==> src/rtl/sdcard_cmd_ctrl.sv <==
// SD card CMD-line sequencer: free-running SD clock, 48-bit command frames with CRC7, response capture.
// Optional R1b busy wait on DAT0 is enabled by defining SDCARD_CMD_BUSY_EN.
module sdcard_cmd_ctrl #(
    parameter int CLK_DIV_WIDTH = 8,
    parameter int RESP_TIMEOUT  = 64,
    parameter int GAP_CYCLES    = 8
) (
    input  logic                     io_clk,
    input  logic                     io_nreset,
    input  logic [CLK_DIV_WIDTH-1:0] io_clk_div,
    input  logic                     io_cmd_valid,
    output logic                     io_cmd_ready,
    input  logic [5:0]               io_cmd_index,
    input  logic [31:0]              io_cmd_arg,
    input  logic [1:0]               io_cmd_resp_type,
`ifdef SDCARD_CMD_BUSY_EN
    input  logic                     io_cmd_busy,
    input  logic                     io_sd_dat0,
`endif
    output logic                     io_rsp_valid,
    output logic [1:0]               io_rsp_status,
    output logic [127:0]             io_rsp_data,
    output logic                     io_sd_clk,
    output logic                     io_sd_cmd_out,
    output logic                     io_sd_cmd_oe,
    input  logic                     io_sd_cmd_in,
    output logic                     io_busy
);

    localparam logic [15:0] TO_LAST  = 16'(RESP_TIMEOUT - 1);
    localparam logic [15:0] GAP_LAST = 16'(GAP_CYCLES - 1);

    typedef enum logic [2:0] {
        S_IDLE,
        S_SEND,
        S_WAIT,
        S_RECV,
`ifdef SDCARD_CMD_BUSY_EN
        S_BUSY,
`endif
        S_GAP
    } state_e;

    state_e                   state_q, state_d;
    logic [CLK_DIV_WIDTH-1:0] div_q, div_d;
    logic                     sdclk_q, sdclk_d;
    logic                     oe_q, oe_d;
    logic                     cout_q, cout_d;
    logic [15:0]              cnt_q, cnt_d;
    logic [39:0]              tx_sh_q, tx_sh_d;
    logic [6:0]               crc_q, crc_d;
    logic [127:0]             rx_sh_q, rx_sh_d;
    logic [1:0]               rtype_q, rtype_d;
    logic [1:0]               stat_q, stat_d;
    logic                     got_q, got_d;
    logic                     rsp_valid_q, rsp_valid_d;
    logic [1:0]               rsp_status_q, rsp_status_d;
    logic [127:0]             rsp_data_q, rsp_data_d;
`ifdef SDCARD_CMD_BUSY_EN
    logic                     busy_req_q, busy_req_d;
`endif

    logic        tick, rise, fall;
    logic        long_rsp, crc_chk, crc_on;
    logic [15:0] rx_last;

    function automatic logic [6:0] crc7_step(input logic [6:0] c, input logic b);
        logic fb;
        fb = b ^ c[6];
        return {c[5:0], 1'b0} ^ (fb ? 7'h09 : 7'h00);
    endfunction

    // >= rather than == so a shrinking divisor never forces a full counter wrap
    assign tick = (div_q >= io_clk_div);
    assign rise = tick & ~sdclk_q;
    assign fall = tick & sdclk_q;

    assign long_rsp = (rtype_q == 2'd2);
    assign crc_chk  = (rtype_q == 2'd1) || (rtype_q == 2'd2);
    assign rx_last  = long_rsp ? 16'd135 : 16'd47;
    // cnt_q is the position of the incoming bit; CRC covers frame bits 47..8 (short) or 127..8 (long)
    assign crc_on   = long_rsp ? (cnt_q >= 16'd8 && cnt_q <= 16'd127) : (cnt_q <= 16'd39);

    assign io_cmd_ready  = (state_q == S_IDLE) && !rsp_valid_q;
    assign io_busy       = ~io_cmd_ready;
    assign io_rsp_valid  = rsp_valid_q;
    assign io_rsp_status = rsp_status_q;
    assign io_rsp_data   = rsp_data_q;
    assign io_sd_clk     = sdclk_q;
    assign io_sd_cmd_out = cout_q;
    assign io_sd_cmd_oe  = oe_q;

    always_comb begin
        state_d      = state_q;
        div_d        = div_q + 1'b1;
        sdclk_d      = sdclk_q;
        oe_d         = oe_q;
        cout_d       = cout_q;
        cnt_d        = cnt_q;
        tx_sh_d      = tx_sh_q;
        crc_d        = crc_q;
        rx_sh_d      = rx_sh_q;
        rtype_d      = rtype_q;
        stat_d       = stat_q;
        got_d        = got_q;
        rsp_valid_d  = 1'b0;
        rsp_status_d = rsp_status_q;
        rsp_data_d   = rsp_data_q;
`ifdef SDCARD_CMD_BUSY_EN
        busy_req_d   = busy_req_q;
`endif
        if (tick) begin
            div_d   = '0;
            sdclk_d = ~sdclk_q;
        end

        case (state_q)
            S_IDLE: begin
                if (io_cmd_valid && io_cmd_ready) begin
                    state_d = S_SEND;
                    tx_sh_d = {2'b01, io_cmd_index, io_cmd_arg};
                    crc_d   = '0;
                    cnt_d   = '0;
                    rtype_d = io_cmd_resp_type;
                    stat_d  = 2'd0;
                    got_d   = 1'b0;
`ifdef SDCARD_CMD_BUSY_EN
                    busy_req_d = io_cmd_busy;
`endif
                end
            end
            S_SEND: begin
                if (fall) begin
                    if (cnt_q < 16'd40) begin
                        cout_d  = tx_sh_q[39];
                        tx_sh_d = {tx_sh_q[38:0], 1'b0};
                        crc_d   = crc7_step(crc_q, tx_sh_q[39]);
                        oe_d    = 1'b1;
                        cnt_d   = cnt_q + 16'd1;
                    end else if (cnt_q < 16'd47) begin
                        cout_d = crc_q[6];
                        crc_d  = {crc_q[5:0], 1'b0};
                        cnt_d  = cnt_q + 16'd1;
                    end else if (cnt_q == 16'd47) begin
                        cout_d = 1'b1;
                        cnt_d  = cnt_q + 16'd1;
                    end else begin
                        oe_d    = 1'b0;
                        cout_d  = 1'b1;
                        cnt_d   = '0;
                        state_d = (rtype_q == 2'd0) ? S_GAP : S_WAIT;
                    end
                end
            end
            S_WAIT: begin
                if (rise) begin
                    if (!io_sd_cmd_in) begin
                        state_d = S_RECV;
                        cnt_d   = 16'd1;
                        crc_d   = '0;
                        rx_sh_d = '0;
                    end else if (cnt_q == TO_LAST) begin
                        stat_d  = 2'd1;
                        state_d = S_GAP;
                        cnt_d   = '0;
                    end else begin
                        cnt_d = cnt_q + 16'd1;
                    end
                end
            end
            S_RECV: begin
                if (rise) begin
                    rx_sh_d = {rx_sh_q[126:0], io_sd_cmd_in};
                    if (crc_on) crc_d = crc7_step(crc_q, io_sd_cmd_in);
                    if (cnt_q == rx_last) begin
                        got_d   = 1'b1;
                        cnt_d   = '0;
                        state_d = S_GAP;
                        // rx_sh_q[6:0] holds frame bits 7..1 before the end bit shifts in
                        if (!io_sd_cmd_in)
                            stat_d = 2'd3;
                        else if (crc_chk && (crc_q != rx_sh_q[6:0]))
                            stat_d = 2'd2;
                        else
                            stat_d = 2'd0;
`ifdef SDCARD_CMD_BUSY_EN
                        if (busy_req_q && !long_rsp && (stat_d == 2'd0)) state_d = S_BUSY;
`endif
                    end else begin
                        cnt_d = cnt_q + 16'd1;
                    end
                end
            end
`ifdef SDCARD_CMD_BUSY_EN
            S_BUSY: begin
                if (rise && io_sd_dat0) begin
                    state_d = S_GAP;
                    cnt_d   = '0;
                end
            end
`endif
            S_GAP: begin
                if (rise) begin
                    if (cnt_q == GAP_LAST) begin
                        state_d      = S_IDLE;
                        rsp_valid_d  = 1'b1;
                        rsp_status_d = stat_q;
                        if (got_q)
                            rsp_data_d = long_rsp ? {rx_sh_q[127:1], 1'b0}
                                                  : {90'd0, rx_sh_q[45:8]};
                    end else begin
                        cnt_d = cnt_q + 16'd1;
                    end
                end
            end
            default: state_d = S_IDLE;
        endcase
    end

    always_ff @(posedge io_clk or negedge io_nreset) begin
        if (!io_nreset) begin
            state_q      <= S_IDLE;
            div_q        <= '0;
            sdclk_q      <= 1'b0;
            oe_q         <= 1'b0;
            cout_q       <= 1'b1;
            cnt_q        <= '0;
            tx_sh_q      <= '0;
            crc_q        <= '0;
            rx_sh_q      <= '0;
            rtype_q      <= '0;
            stat_q       <= '0;
            got_q        <= 1'b0;
            rsp_valid_q  <= 1'b0;
            rsp_status_q <= '0;
            rsp_data_q   <= '0;
`ifdef SDCARD_CMD_BUSY_EN
            busy_req_q   <= 1'b0;
`endif
        end else begin
            state_q      <= state_d;
            div_q        <= div_d;
            sdclk_q      <= sdclk_d;
            oe_q         <= oe_d;
            cout_q       <= cout_d;
            cnt_q        <= cnt_d;
            tx_sh_q      <= tx_sh_d;
            crc_q        <= crc_d;
            rx_sh_q      <= rx_sh_d;
            rtype_q      <= rtype_d;
            stat_q       <= stat_d;
            got_q        <= got_d;
            rsp_valid_q  <= rsp_valid_d;
            rsp_status_q <= rsp_status_d;
            rsp_data_q   <= rsp_data_d;
`ifdef SDCARD_CMD_BUSY_EN
            busy_req_q   <= busy_req_d;
`endif
        end
    end

endmodule

==> config.mk <==
export PLATFORM = sky130hd
export DESIGN_NAME = sdcard_cmd_ctrl
export DESIGN_NICKNAME = d
export VERILOG_FILES = /design/src/rtl/sdcard_cmd_ctrl.sv
export SDC_FILE = /design/constraint.sdc
export NUM_CORES = 1
export LEC_CHECK = 0
export CAP_MARGIN = 20
export CELL_PAD_IN_SITES_DETAIL_PLACEMENT = 1
export CELL_PAD_IN_SITES_GLOBAL_PLACEMENT = 2
export CORE_MARGIN = 2
export CORE_UTILIZATION = 39
export DETAILED_ROUTE_END_ITERATION = 8
export PLACE_DENSITY = 0.87
export SYNTH_ARGS = -nofsm -noshare
export SYNTH_HDL_FRONTEND = slang
export SYNTH_SLANG_ARGS = --single-unit
==> constraint.sdc <==
create_clock -name io_clk -period 7.15 [get_ports io_clk]
set_clock_uncertainty 0.2 [all_clocks]
set_input_delay 2.145 -clock io_clk [delete_from_list [all_inputs] [get_ports io_clk]]
set_output_delay 2.145 -clock io_clk [all_outputs]
set_load 0.005 [all_outputs]
==> results of run 1 <==
per-layer routing:
layer  routed length, um  part of all wire (%)
met1               17400                    45
met2               18600                    48
met3                1560                   4.1
met4                 789                   2.1
met5                  13                 0.034
worst reg2reg max path: stages, from the launching register on:
cell     delay [ps]
dfrtp_1         440
ha_1            310
a211o_1         290
a31oi_1         200
o221a_1         550
nor4_4          120
nand2_4         610
buf_12          400
mux2i_1         320
cell type report:
| type | count | area, um^2 |
|---|---|---|
| clock buffer | 58 | 1100 |
| fill | 4007 | 19100 |
| sequential | 341 | 8540 |
| multi-input combinational | 791 | 5600 |
| tap | 511 | 639 |
| clock inverter | 13 | 215 |
| timing repair buffer | 203 | 2050 |
| inverter | 114 | 428 |
worst max-delay path by stage:
| stage | endpoint | start | slack (ps) | cells after the start |
|---|---|---|---|---|
| global route | io_rsp_data[41] | io_clk_div[2] | 1680 | 10 |
| global placement | io_rsp_data[42] | io_clk_div[2] | 1470 | 10 |
| CTS | io_rsp_data[41] | io_clk_div[2] | 1890 | 10 |
| finish | io_rsp_data[41] | io_clk_div[2] | 1970 | 10 |
| floorplan | io_rsp_status[0] | io_clk_div[5] | 2580 | 9 |
| detailed placement | io_rsp_data[39] | io_clk_div[2] | 1330 | 10 |
stage by stage:
step	cell area [um^2]	power [uW]	setup slack [ps]	utilization (%)	hold slack (ps)
detailed placement	17200	2510	1330	45.7	291
global placement	17200	2490	1470	45.7	283
global route	18600	4720	1680	49.3	329
CTS	18500	4590	1890	49.2	308
finish	18600	4530	1970	49.3	302
floorplan	14900	2320	2580	-	270
power by group:
part	switching, uW	total [uW]	internal, uW
clock network	814	2070	1250
logic	258	403	145
registers	81.6	2060	1980
flip-flops by register name, summed over array words and instances, names as in the netlist:
| signal | flops |
|---|---|
| rx_sh_q | 128 |
| got_q | 1 |
| cnt_q | 16 |
| state_q | 3 |
| crc_q | 7 |
| io_sd_cmd_oe | 1 |
| io_rsp_data | 128 |
| io_rsp_valid | 1 |
| io_sd_clk | 1 |
| io_rsp_status | 2 |
| tx_sh_q | 40 |
| stat_q | 2 |
| rtype_q | 2 |
| io_sd_cmd_out | 1 |
| div_q | 8 |
cells in the mapped netlist (13+ instances only):
cell      number
clkbuf_1      84
a21oi_1       79
dfrtp_1      340
mux2i_1      173
nor2_1        66
inv_1        114
o21ai_0       19
a31oi_1       42
a22o_1       132
nand2_1      134
buf_2         17
nand3_1       21
ha_1          13
cell families after synthesis:
kind of cell | Yosys count | synth area share [%]
multiplexers | 178 | 12.0
XOR/XNOR | 17 | 0.998
flip-flops | 341 | 57.2
AND/OR/NAND/NOR | 267 | 7.98
buffers and inverters | 215 | 5.55
AO/OA/AOI/OAI | 316 | 15.2
adder cells (fa/ha/maj) | 13 | 1.09
==> run metrics, run 1 <==
hold path start=tx_sh_q[38]; Mapped Nets=1412; GP Congestion=0.758; met1 GRT Util=26.3%; crit-path max FO=46; GR Util met2=32.3%; FP Rows=71; Post-synth EDFFs=0; clock slew at reported path FFs=50 ps; Final Non-Filler Cells=2031; Final Critical Period=5180 ps; Syn Inst Count=1347; initial antenna violation count=1; GRT overflow=0; CP cell instances=clkdlybuf4s50_1, inv_1, ha_1, a211o_1, a31oi_1, o221a_1, nor4_4, nand2_4, buf_12, mux2i_1; total clock buffers created by CTS=39; vias per cell=5.33; core box area=0.0377 mm^2; CP arrival=5420 ps; ys flop type=dfrtp_1; vias in the first global route=11400; Initial DRC Count=681; reg2reg setup slack=3630 ps; critical setup path kind=in2reg; share of the synthesized area in the top cell type=57.0%; Hold Path Depth=2; reg2reg start=div_q[2]; final setup vio count=0; CTS tree=done; slew of the pin with the lowest slew margin=993 ps; worst hold endpoint=tx_sh_q[39]; Critical Path End Type=register; capturing point of the worst reg2reg path=io_rsp_data[41]; die width=200 um; nets=1555; sequential area share after synthesis=57.2%; met3 Track Usage GR=3.70%; period utilisation layout=72.5%; clk root buf=clkbuf_16; #FFs+latches synth=341; DP HPWL=24300 um; synth top area cells=dfrtp_1 57%, mux2i_1 12%, a22o_1 7.7%; HP Class=reg2reg; Syn-to-layout area delta=24.4%; die area=0.0399 mm^2; WP buf/inv=3; final antenna-violating net count=0; I/O Buffers=187; Tot GR Track Use=19.5%; # diodes=0; CP delay by family, top=compound AO/OA/AOI/OAI gates; commonest non-fill, non-tap cell in the layout=dfrtp_1; count of cell types in the netlist=57; status=finished clean; post-placement cell count=1959; LEAKAGE=0.00908 uW; gr busiest metal=met2; PostCTS Resize Cnt=0; routed via count=10800; # hold bufs at CTS=0; CP peak stage delay=610 ps; Critical Path RT=7390 ps; Synth async-reset ratio=100%; Initial Utilization=39.6%; wire per inst=18.9 um; Yosys warning total=0; slew margin rel.=33.8%; post-synth top area cell=dfrtp_1; global-route wire length before repair=62100 um; final WL=38300 um; R2R depth=8; Final Max Tran Viols=0; Clock Sinks=341; Ports=188; average size of a mapped cell=11.1 um^2; most frequent cells in the layout=339 x dfrtp_1, 186 x clkdlybuf4s50_1, 173 x mux2i_1; worst vdd ir=0.138 mV; # Max-Cap Violations=0; largest net degree at the start of global routing=147; maximum root-to-sink buffer count=3; post-CTS setup buffers=0; Slowest-stage cell, CP=nand2_4; Final Hold Vio Count=0; drt drc=0; # H-tree levels=2; total negative setup slack=0 ps; die height=200 um; RSZ-0062 raised after global routing=false; drt pass-1 iters=4; fmax=193 MHz; Post-Syn Area=0.0149 mm^2; share of post-route cells with drive strength above 1=5.92%; PD cells=244 mW/mm^2; CP Launch Type=input pin; worst-skew pair later-pin latency=540 ps
Note: power is estimated with default switching activity, not from simulation.
==> inputs of run 2 (changes only) <==
Settings changed: CORE_UTILIZATION 39 to 33, PLACE_DENSITY 0.87 to 0.79.
Clock period 7.15 ns to 4.4 ns, I/O delays scaled along.
==> run 2 against run 1 <==
Against the previous run:
- sequential power grew 62%
- die area rose by 18%
- via count up 1.0%
- worst hold slack improved by 7.4 ps
- combinational power is 86% higher
- first-iteration DRC count shrank 13%
- sequential share of layout area shrank 1.4 points
- cell area up 3.2%
- non-clock buffer count rose by 34
==> run metrics, run 2 (same netlist as run 1, synthesis figures left out) <==
# hold bufs at CTS=0; DP HPWL=26400 um; capturing point of the worst reg2reg path=cnt_q[10]; global-route wire length before repair=65600 um; PD cells=389 mW/mm^2; wire per inst=18.8 um; Initial DRC Count=593; Final Hold Vio Count=0; WP buf/inv=1; die height=217 um; total clock buffers created by CTS=41; GRT overflow=0; CTS tree=done; clk root buf=clkbuf_16; most frequent cells in the layout=339 x dfrtp_1, 186 x clkdlybuf4s50_1, 173 x mux2i_1; vias in the first global route=11800; I/O Buffers=187; core box area=0.0444 mm^2; PostCTS Resize Cnt=0; crit-path max FO=15; Critical Path End Type=primary output; share of post-route cells with drive strength above 1=8.16%; # diodes=0; CP delay by family, top=simple AND/OR/NAND/NOR gates; Slowest-stage cell, CP=nor4_1; reg2reg start=cnt_q[10]; Design Area, Final=0.0192 mm^2; CP arrival=2500 ps; final setup vio count=0; maximum root-to-sink buffer count=3; critical setup path kind=reg2out; CP peak stage delay=760 ps; worst vdd ir=0.303 mV; GP Congestion=0.791; Setup crit start=state_q[0]; routed via count=10900; drt drc=0; Critical Path RT=2880 ps; status=finished clean; nets=1591; reg2reg setup slack=1320 ps; Ports=188; drt pass-1 iters=4; Final Max Tran Viols=0; worst-skew pair later-pin latency=570 ps; vias per cell=5.09; LEAKAGE=0.00933 uW; post-placement cell count=2075; Final WS setup=383 ps; Tot GR Track Use=17.5%; total negative setup slack=0 ps; Final Critical Period=4020 ps; # Max-Cap Violations=0; period utilisation layout=91.3%; R2R depth=7; dpl ws=-151 ps; Clock Sinks=341; final WL=40300 um; die area=0.0469 mm^2; die width=217 um; Initial Utilization=33.6%; clock slew at reported path FFs=50 ps; Util after Layout=43.1%; fmax=249 MHz; largest net degree at the start of global routing=103; slew margin rel.=30.0%; final antenna-violating net count=0; # H-tree levels=2; RSZ-0062 raised after global routing=false; Final Non-Filler Cells=2148; commonest non-fill, non-tap cell in the layout=dfrtp_1; post-CTS setup buffers=0; Syn-to-layout area delta=28.3%; initial antenna violation count=1; HP Class=reg2reg; slew of the pin with the lowest slew margin=1050 ps; CP Launch Type=register; placed inst area=0.0178 mm^2; worst hold endpoint=rx_sh_q[127]; CP cell instances=nor4_1, clkdlybuf4s50_1; hold path start=rx_sh_q[127]; FP Rows=77; Hold Path Depth=1
-- run 2: per-stage QoR --
| step | power [uW] | hold WS [ps] |
|---|---|---|
| after CTS | 7610 | 311 |
| after global routing | 7810 | 339 |
| after floorplan | 3770 | 270 |
| after detailed placement | 4170 | 296 |
| after global placement | 4130 | 283 |
| final | 7450 | 309 |
-- run 2: how the worst max path moves through the flow --
stage                        to  slack (ps)  depth (start not counted)
2_1_floorplan  io_rsp_status[0]         660                          9
3_3_place_gp    io_rsp_data[50]         -20                         11
3_5_place_dp   io_rsp_data[108]        -150                         11
4_1_cts            io_cmd_ready         280                          2
5_1_grt            io_cmd_ready         160                          2
6_report           io_cmd_ready         380                          2
-- run 2: routing by layer --
metal	wire, um	global-route usage [%]
met4	822	5.23
met3	1670	3.47
met5	13	0
met1	18100	23.0
met2	19600	29.1
-- run 2: worst reg2reg max path: cells and delay by family, from the launching register on --
kind	cells	cell delay, ps
and+or+nand+nor	3	1250
buffers and inverters	1	240
AOI/OAI and AO/OA	3	840
DFF	1	440
-- run 2: cell type report --
cell class                 count  area, um^2
clock buffer                  66        1250
clock inverter                 7        92.6
fill                        4788       25300
inverter                     114         428
multi-input combinational    791        5600
sequential                   341        8540
tap                          592         741
timing repair buffer         237        2500
-- run 2: report_power, final --
group / switching [uW] / leakage (uW) / total (uW) / internal [uW]
Clock: 1350 / 0.000658 / 3360 / 2010
Sequential: 130 / 0.00416 / 3340 / 3210
Combinational: 442 / 0.00451 / 750 / 308
==> inputs of run 3 (changes only) <==
Settings changed: ABC_AREA set to 1, CORE_UTILIZATION 33 to 30, PLACE_DENSITY 0.79 to 0.78.
==> run 3 against run 2 <==
Against the previous run:
- die area up 13%
- critical path type is now in2reg
- sequential cell count unchanged
- sequential power up 27%
- largest cell class unchanged
- sequential share of layout area down 0.61 points
- largest power group is now registers
- combinational power rose to 4.7 times the previous value
- highest routed layer is now met4
- final cell count up 24%
- critical path depth up 11
==> run metrics, run 3 <==
CP arrival=3740 ps; Final Non-Filler Cells=2658; Clk pwr share=31.6%; die height=230 um; filler instances=5897; Clock Sinks=341; CP cell instances=clkdlybuf4s50_1, inv_1, ha_1, nand2_1, nor2_1, nand4_1, nand3_1, nand2_1, nor2_1, nand2_4, buf_12, nand2_1, o21ai_1; largest net degree at the start of global routing=170; global-route wire length before repair=72300 um; Syn-to-layout area delta=26.6%; period utilisation layout=80.7%; most numerous cell in the Yosys netlist=nand2_1; Tot GR Track Use=16.6%; DP HPWL=28700 um; final WL=43400 um; Critical Path RT=4590 ps; LEAKAGE=0.00947 uW; count of cell types in the netlist=41; maximum root-to-sink buffer count=3; PostCTS Resize Cnt=0; Yosys warning total=0; # Max-Cap Violations=0; dpl ws=285 ps; wire per inst=16.3 um; clock slew at reported path FFs=60 ps; Most Frequent Cell on Critical Path=nand2_1; final setup vio count=0; PD cells=584 mW/mm^2; slew margin rel.=33.8%; drt pass-1 iters=5; post-synth top area cell=dfrtp_1; Post-synth EDFFs=0; Mapped Nets=1866; Ports=188; GP Congestion=0.795; GRT overflow=0; ys flop type=dfrtp_1; status=finished clean; FP Rows=82; routed via count=12500; post-placement cell count=2587; Final Critical Period=3550 ps; worst-skew pair later-pin latency=550 ps; Final Max Tran Viols=0; RSZ-0062 raised after global routing=false; most frequent cells in the layout=628 x nand2_1, 340 x dfrtp_1, 190 x inv_1; worst vdd ir=0.380 mV; share of post-route cells with drive strength above 1=8.71%; Design Area, Final=0.0194 mm^2; average size of a mapped cell=8.52 um^2; Comb pwr share=30.9%; # hold bufs at CTS=0; vias per cell=4.72; hold slack=277 ps; Final Hold Vio Count=0; sw power=4150 uW; slew of the pin with the lowest slew margin=992 ps; Critical Path End Type=register; total negative setup slack=0 ps; vias in the first global route=13600; core box area=0.0503 mm^2; Sequential Area=0.00853 mm^2; Initial Utilization=30.5%; P_int=7190 uW; commonest non-fill, non-tap cell in the layout=nand2_1; Synth async-reset ratio=100%; Sw Share=36.6%; Post-Syn Area=0.0153 mm^2; Initial DRC Count=649; Reg power frac=37.5%; Post-synth top cells=630 x nand2_1, 340 x dfrtp_1, 190 x inv_1; nets=2022; final antenna-violating net count=0; Final WS setup=850 ps; critical setup path kind=in2reg; CTS tree=done; CP peak stage delay=450 ps; # diodes=0; share of the synthesized area in the top cell type=55.5%; die width=230 um; total clock buffers created by CTS=40; # H-tree levels=2; #FFs+latches synth=341; CP Launch Type=input pin; crit-path max FO=126; initial antenna violation count=0; synth top area cells=dfrtp_1 55%, nand2_1 15%, o22ai_1 5.3%; die area=0.0530 mm^2; post-CTS setup buffers=0; sequential area share after synthesis=55.6%; HP Class=reg2reg; Slowest-stage cell, CP=clkdlybuf4s50_1; drt drc=0; placed inst area=0.0180 mm^2; clk root buf=clkbuf_16; fmax=282 MHz; footprint of the multi-input gates=0.00557 mm^2; Syn Inst Count=1801; I/O Buffers=187
[run 3: final timing paths]
kind                          startpoint               to  slack (ps)  cells past startpoint
setup / recovery           io_clk_div[7]  io_rsp_data[70]         850                     13
hold / removal               tx_sh_q[13]      tx_sh_q[13]         280                      2
setup reg to reg              state_q[2]      rx_sh_q[95]        1580                      7
hold reg to reg              tx_sh_q[13]      tx_sh_q[13]         280                      2
max in group asynchronous      io_nreset      rx_sh_q[71]        2450                      2
min in group asynchronous      io_nreset         div_q[7]         660                      1
[run 3: cell type report]
| class | instances | area share, % |
|---|---|---|
| Sequential cell | 341 | 44.0 |
| Multi-Input combinational cell | 1155 | 28.7 |
| Timing Repair Buffer | 221 | 11.8 |
| Clock buffer | 57 | 6.32 |
| Tap cell | 672 | 4.33 |
| Inverter | 198 | 3.83 |
| Clock inverter | 14 | 1.08 |
[run 3: metrics by stage]
stage,power (uW),util (%)
global placement,7770,35.8
global route,12200,38.6
CTS,11600,38.6
detailed placement,7870,35.8
finish,11300,38.6
floorplan,6630,-
[run 3: logic make-up after synthesis]
group	count (synthesis)	synth area share (%)
fa+ha+maj	13	1.06
flops	341	55.6
buf+inv	305	8.43
simple gates	767	20.2
compound gates	362	13.9
xor+xnor	13	0.742
[run 3: critical path: cells and delay by family]
family | cells | cell delay [ps]
adders and majority gates | 1 | 280
AOI/OAI and AO/OA | 1 | 80
and+or+nand+nor | 8 | 1230
buffers and inverters | 3 | 700
[run 3: power groups by stage]
stage | Combinational, uW | Sequential [uW] | Clock, uW
after floorplan | 2460 | 4170 | 0
after global placement | 3490 | 4280 | 0
after detailed placement | 3570 | 4300 | 0
after CTS | 3600 | 4260 | 3700
after global routing | 4040 | 4340 | 3810
final | 3510 | 4250 | 3580
[run 3: metal layers]
metal	routed length (um)	part of all wire (%)	vias up	GRT usage, %
met1	20800	48	6215	22.3
met2	20500	47	158	28.0
met5	0	0	-	0
met4	759	1.7	0	4.25
met3	1360	3.1	52	2.44
li1	-	-	6111	-
